[src/rtl/nh_dff_pipe.sv]
// WIDTH-bit core register with load/toggle/set/clear update modes, feeding a
// DEPTH-stage delay line with a runtime-selectable output tap and fill tracking.
module nh_dff_pipe #(
  parameter int WIDTH = 8,
  parameter int DEPTH = 4,
  parameter int TAP_W = (DEPTH > 1) ? $clog2(DEPTH) : 1
) (
  input  logic             clk,
  input  logic             rst_n,
  input  logic             en,
  input  logic             clr,
  input  logic [1:0]       mode,
  input  logic [WIDTH-1:0] d,
  input  logic [TAP_W-1:0] tap_sel,
  output logic [WIDTH-1:0] q,
  output logic             valid,
  output logic             changed
);

  localparam int                FILL_W   = $clog2(DEPTH + 1);
  localparam logic [FILL_W-1:0] FILL_MAX = FILL_W'(DEPTH);

  typedef enum logic [1:0] {
    MODE_LOAD   = 2'b00,
    MODE_TOGGLE = 2'b01,
    MODE_SET    = 2'b10,
    MODE_CLEAR  = 2'b11
  } mode_e;

  logic [WIDTH-1:0]  stage [DEPTH];
  logic [WIDTH-1:0]  core_next;
  logic [FILL_W-1:0] fill;
  logic [TAP_W-1:0]  tap_eff;

  always_comb begin
    // NOTE: default assigned first so every path drives core_next; no latch is inferred.
    core_next = stage[0];
    unique case (mode_e'(mode))
      MODE_LOAD:   core_next = d;
      MODE_TOGGLE: core_next = stage[0] ^ d;
      MODE_SET:    core_next = stage[0] | d;
      MODE_CLEAR:  core_next = stage[0] & ~d;
    endcase
  end

  // NOTE: every stage is reset, not just the core, so q is defined the moment rst_n falls.
  always_ff @(posedge clk or negedge rst_n) begin
    if (!rst_n) begin
      for (int i = 0; i < DEPTH; i++) stage[i] <= '0;
      fill    <= '0;
      changed <= 1'b0;
    end else if (clr) begin
      for (int i = 0; i < DEPTH; i++) stage[i] <= '0;
      fill    <= '0;
      changed <= 1'b0;
    end else if (en) begin
      // NOTE: non-blocking, so each stage takes its neighbour's pre-edge value.
      stage[0] <= core_next;
      for (int i = 1; i < DEPTH; i++) stage[i] <= stage[i-1];
      if (fill != FILL_MAX) fill <= fill + FILL_W'(1);
      changed <= (core_next != stage[0]);
    end else begin
      changed <= 1'b0;
    end
  end

  // Out-of-range taps clamp to the last stage rather than wrapping.
  always_comb begin
    tap_eff = '0;
    if (DEPTH > 1) begin
      if (int'(tap_sel) < DEPTH) tap_eff = tap_sel;
      else                       tap_eff = TAP_W'(DEPTH - 1);
    end
  end

  always_comb begin
    q = stage[0];
    for (int i = 1; i < DEPTH; i++) begin
      if (tap_eff == TAP_W'(i)) q = stage[i];
    end
  end

  assign valid = int'(fill) > int'(tap_eff);

endmodule

[config.mk]
export PLATFORM = sky130hd
export DESIGN_NAME = nh_dff_pipe
export DESIGN_NICKNAME = d
export VERILOG_FILES = /design/src/rtl/nh_dff_pipe.sv
export SDC_FILE = /design/constraint.sdc
export NUM_CORES = 1
export LEC_CHECK = 0
export ABC_AREA = 1
export CAP_MARGIN = 10
export CORE_UTILIZATION = 45
export CTS_CLUSTER_DIAMETER = 50
export DETAILED_ROUTE_END_ITERATION = 12
export PLACE_DENSITY = 0.69
export SYNTH_ARGS = -nofsm -noshare
export SYNTH_HDL_FRONTEND = slang
export SYNTH_SLANG_ARGS = --single-unit
[constraint.sdc]
create_clock -name clk -period 1.64 [get_ports clk]
set_clock_uncertainty 0.15 [all_clocks]
set_input_delay 0.328 -clock clk [delete_from_list [all_inputs] [get_ports clk]]
set_output_delay 0.328 -clock clk [all_outputs]
set_load 0.005 [all_outputs]
-- Word level (Yosys, flattened, before mapping)
Cells that the tools add are included.
- order comparisons: 1
- reduce and logical (&&, ||, !) cells: 4
- equal/unequal tests: 8
- bitwise operators: 4
- multiplexer cells: 11
- add/sub/neg operators: 1
- operators with widths (kind ; count):
    $mux W32 ; 2
    $pmux W8 S4 ; 1
    $mux W8 ; 3
    $mux W3 ; 3
    $and A8 B8 Y8 ; 1
    $eq A2 B2 Y1 const B ; 4
    $ne A8 B8 Y1 ; 1
    $not A8 Y8 ; 1
    $or A8 B8 Y8 ; 1
    $xor A8 B8 Y8 ; 1
    $eq A2 B1 Y1 const B ; 2
    $reduce_bool A2 Y1 ; 2
    $add A3 B1 Y3 const B ; 1
    $gt A3 B2 Y1 ; 1
    $ne A3 B3 Y1 const B ; 1
    $logic_not A2 Y1 ; 1
    $mux W1 ; 2
    $reduce_and A2 Y1 ; 1
- input port bits: 16
- word-level logic and storage cells: 35
- output and inout bits: 10
- register bits: 36

-- Logic depth before layout (Yosys ltp)
- depth after elaboration: 6
- mapped depth: 12
- gate-level depth less buffers: 12

-- Least setup slack after synthesis
OpenSTA, ideal clock, no wires.
- path kind: input port to output port
- from: in tap_sel[1]
- to: out valid
- required time: 1162 ps
- slack: -60 ps
- data arrival time: 1222 ps
- stages: 7
- cells stage by stage: clkbuf_1 -> inv_1 -> ha_1 -> inv_1 -> nor2_1 -> o21ai_0 -> nand2_1
- cells in the longest elaborated chain, start to end: 1
- ends and longest elaborated chain (element ; RTL line ; text):
    start, declared ; 14 ; input logic [TAP_W-1:0] tap_sel,
    $gt A3 B2 Y1 ; 83 ; assign valid = int'(fill) > int'(tap_eff);
    end, declared ; 16 ; output logic valid,
Every way passes these cells.

-- Worst setup path after layout
- from: reg fill[1]
- to: out valid
- cells in the longest elaborated chain, start to end: 1
- ends and longest elaborated chain (element ; RTL line ; text):
    start, declared ; 32 ; logic [FILL_W-1:0] fill;
    start signal, assigned ; 60 ; if (fill != FILL_MAX) fill <= fill + FILL_W'(1);
    $gt A3 B2 Y1 ; 83 ;
Every way passes these cells.

==> impl_metrics.env <==
export IMPL_critPathLaunchType="flop"
export IMPL_rows=25
export IMPL_fin_area_um2=3560
export IMPL_dp_cells=421
export IMPL_nNetsFinal=413
export IMPL_vias=2260
export IMPL_slew_viol_final=0
export IMPL_worstPathMaxFanout=2
export IMPL_cp_end_kind="primary output"
export IMPL_avgSynthCellArea_um2=8.04
export IMPL_grt_pass1_wl_mm=9.74
export IMPL_outcome="finished with violations"
export IMPL_arrival_ns=1.32
export IMPL_pin_count=26
export IMPL_worstSkewPairLatency_ns=0.29
export IMPL_cts_inserted_buffers=5
export IMPL_clock_sinks=36
export IMPL_antenna_found_initial=0
export IMPL_power_density_nw_per_um2=704
export IMPL_hpwl_mm=3.87
export IMPL_hold_class="in -> async"
export IMPL_p_leak_nw=1.71
export IMPL_dieHeight_um=73.0
export IMPL_grt_remaining_overflow=0
export IMPL_path_class="reg -> out"
export IMPL_synth_area_top_cells="dfrtp_1, ha_1, o22ai_1"
export IMPL_fmax_mhz=556
export IMPL_rsz0062_at_grt="true"
export IMPL_synth_seq_cells=36
export IMPL_finalPower_mw=2.50
export IMPL_grt_pass1_vias=2217
export IMPL_layout_cells_non_filler=445
export IMPL_grt_max_degree=37
export IMPL_initial_core_util=0.474
export IMPL_maxCapViolCount=0
export IMPL_cts_tree="built"
export IMPL_final_period_utilization=1.10
export IMPL_ys_seq_area_frac=0.397
export IMPL_dr_pass1_iters=4
export IMPL_irDropWorstVdd_uv=687
export IMPL_synth_top_cell_area_share=0.397
export IMPL_ff2ff_setup_slack_ns=-0.11
export IMPL_clk_pin_slew_worst_paths_ns=0.07
export IMPL_place_area_um2=3010
export IMPL_max_slew_margin=0.840
export IMPL_startpoint="fill[1]$_DFFE_PN0P_"
export IMPL_drc=0
export IMPL_netlist_area_um2=2270
export IMPL_hold_viol_final=0
export IMPL_yosysWarnings=0
export IMPL_diodes=0
export IMPL_timing_hold_ws_ns=0.261
export IMPL_cts_path_max_buffers=2
export IMPL_setup_viol=7
export IMPL_grt_usage=0.236
export IMPL_final_core_util=0.743
export IMPL_worstMarginPinSlew_ns=0.240
export IMPL_violations="setup timing"
export IMPL_die_w_um=73.0
export IMPL_avgRoutedWirePerCell_um=13.3
export IMPL_syn_to_final_growth_pct=56.9
export IMPL_htree_levels=2
export IMPL_place_gp_congestion=0.777
export IMPL_reg2reg_to="changed$_DFF_PN0_"
export IMPL_fin_crit_ns=1.80
export IMPL_dieArea_um2=5330
export IMPL_syn_nets=318
export IMPL_synth_cell_type_count=23
export IMPL_core_area_um2=4790
export IMPL_detail_route_antenna_nets=0
export IMPL_routed_via_density=5.08
export IMPL_cp_required_ns=1.16
export IMPL_timing_rr_start="stage[26]$_DFFE_PN0P_"
export IMPL_synth_top_cells_by_count="nand2_1, inv_1, dfrtp_1"
export IMPL_reg2regPathDepth=11
export IMPL_async_flop_share=1.00
export IMPL_drt_iter0_drc=129
export IMPL_synth_top_flop_cell="dfrtp_1"
export IMPL_worst_slack_ns=-0.158
export IMPL_drt_wl_total_mm=5.92
export IMPL_layout_drive_gt1_share=0.439
export IMPL_synth_most_common_cell="nand2_1"
export IMPL_synth_cells=282
export IMPL_cts_root_buf="clkbuf_8"
export IMPL_portBuffers=25
export IMPL_synth_edff_count=0
export IMPL_yosys_area_top_type="dfrtp_1"
==> cell type report <==
cell class | instances | area [µm²]
clock inverters | 1 | 30.0
inverters | 55 | 230
clock buffers | 7 | 96.3
fillers | 356 | 1230
flip-flops and latches | 36 | 902
well taps | 67 | 83.8
multi-input cells | 181 | 1370
repair buffers | 98 | 846
==> what timing repair did <==
item | in CTS | in global routing
endpoints found under the setup margin | 10 | 18
hold buffers | 0 | 0
buffers inserted | 13 | 5
gates resized for setup | 109 | 58
pin swaps | 43 | 37
==> logic make-up after synthesis <==
logic type | Yosys count | share of synthesized area
AO/OA/AOI/OAI | 73 | 0.199
flip-flops | 36 | 0.397
adder cells (fa/ha/maj) | 20 | 0.110
AND/OR/NAND/NOR | 88 | 0.177
buffers and inverters | 65 | 0.116
==> how the worst max path moves through the flow <==
stage	endpoint	slack, ns	cells after the start
6_report	valid	-0.16	6
5_1_grt	valid	-0.24	6
3_3_place_gp	valid	-0.93	8
2_1_floorplan	changed$_DFF_PN0_	0.02	12
3_5_place_dp	valid	-0.94	8
4_1_cts	valid	-0.22	6
==> power breakdown <==
group | leakage (nW) | total [mW] | switching, mW | internal (mW)
sequential | 0.493 | 0.946 | 0.0274 | 0.919
clock | 0.0645 | 0.848 | 0.312 | 0.536
combinational | 1.15 | 0.709 | 0.346 | 0.363
==> layer usage <==
layer  global-route usage  wire, µm
met4               0.0523        64
met2                0.410      3080
met5                    0         0
met1                0.307      2660
met3               0.0373       112
==> flip-flops by register name, summed over array words and instances (netlist names) <==
| register | count |
|---|---|
| fill | 3 |
| stage | 32 |
| changed | 1 |
==> cells in the final DEF, fill, tap and decap left out, drive strengths merged <==
master	netlist	layout
dlymetal6s2s	0	3
ha	20	20
o21bai	1	1
o22ai	32	32
or2	1	1
a21oi	2	2
inv	54	53
nand2	53	53
nand3	19	19
o221ai	5	5
nor2	9	9
o21ai	32	32
clkdlybuf4s50	0	4
o21a	1	1
dfrtp	36	36
dlygate4sd2	0	7
nand3b	6	6
bufinv	0	1
clkinv	1	2
clkbuf	8	7
buf	2	84
==> per-stage QoR <==
step	TNS, ns	setup WS [ns]
global placement	-10.23	-0.934
floorplan	0	0.0205
CTS	-0.635	-0.216
detailed placement	-10.73	-0.936
finish	-0.556	-0.158
global route	-1.15	-0.240
==> critical path: stages, from the launching register on <==
cell	delay, ns
dfrtp_1	0.42
ha_4	0.29
inv_2	0.03
nor2_1	0.08
o21ai_1	0.07
nand2_1	0.05
buf_2	0.10
(Power assumes the default switching activity.)
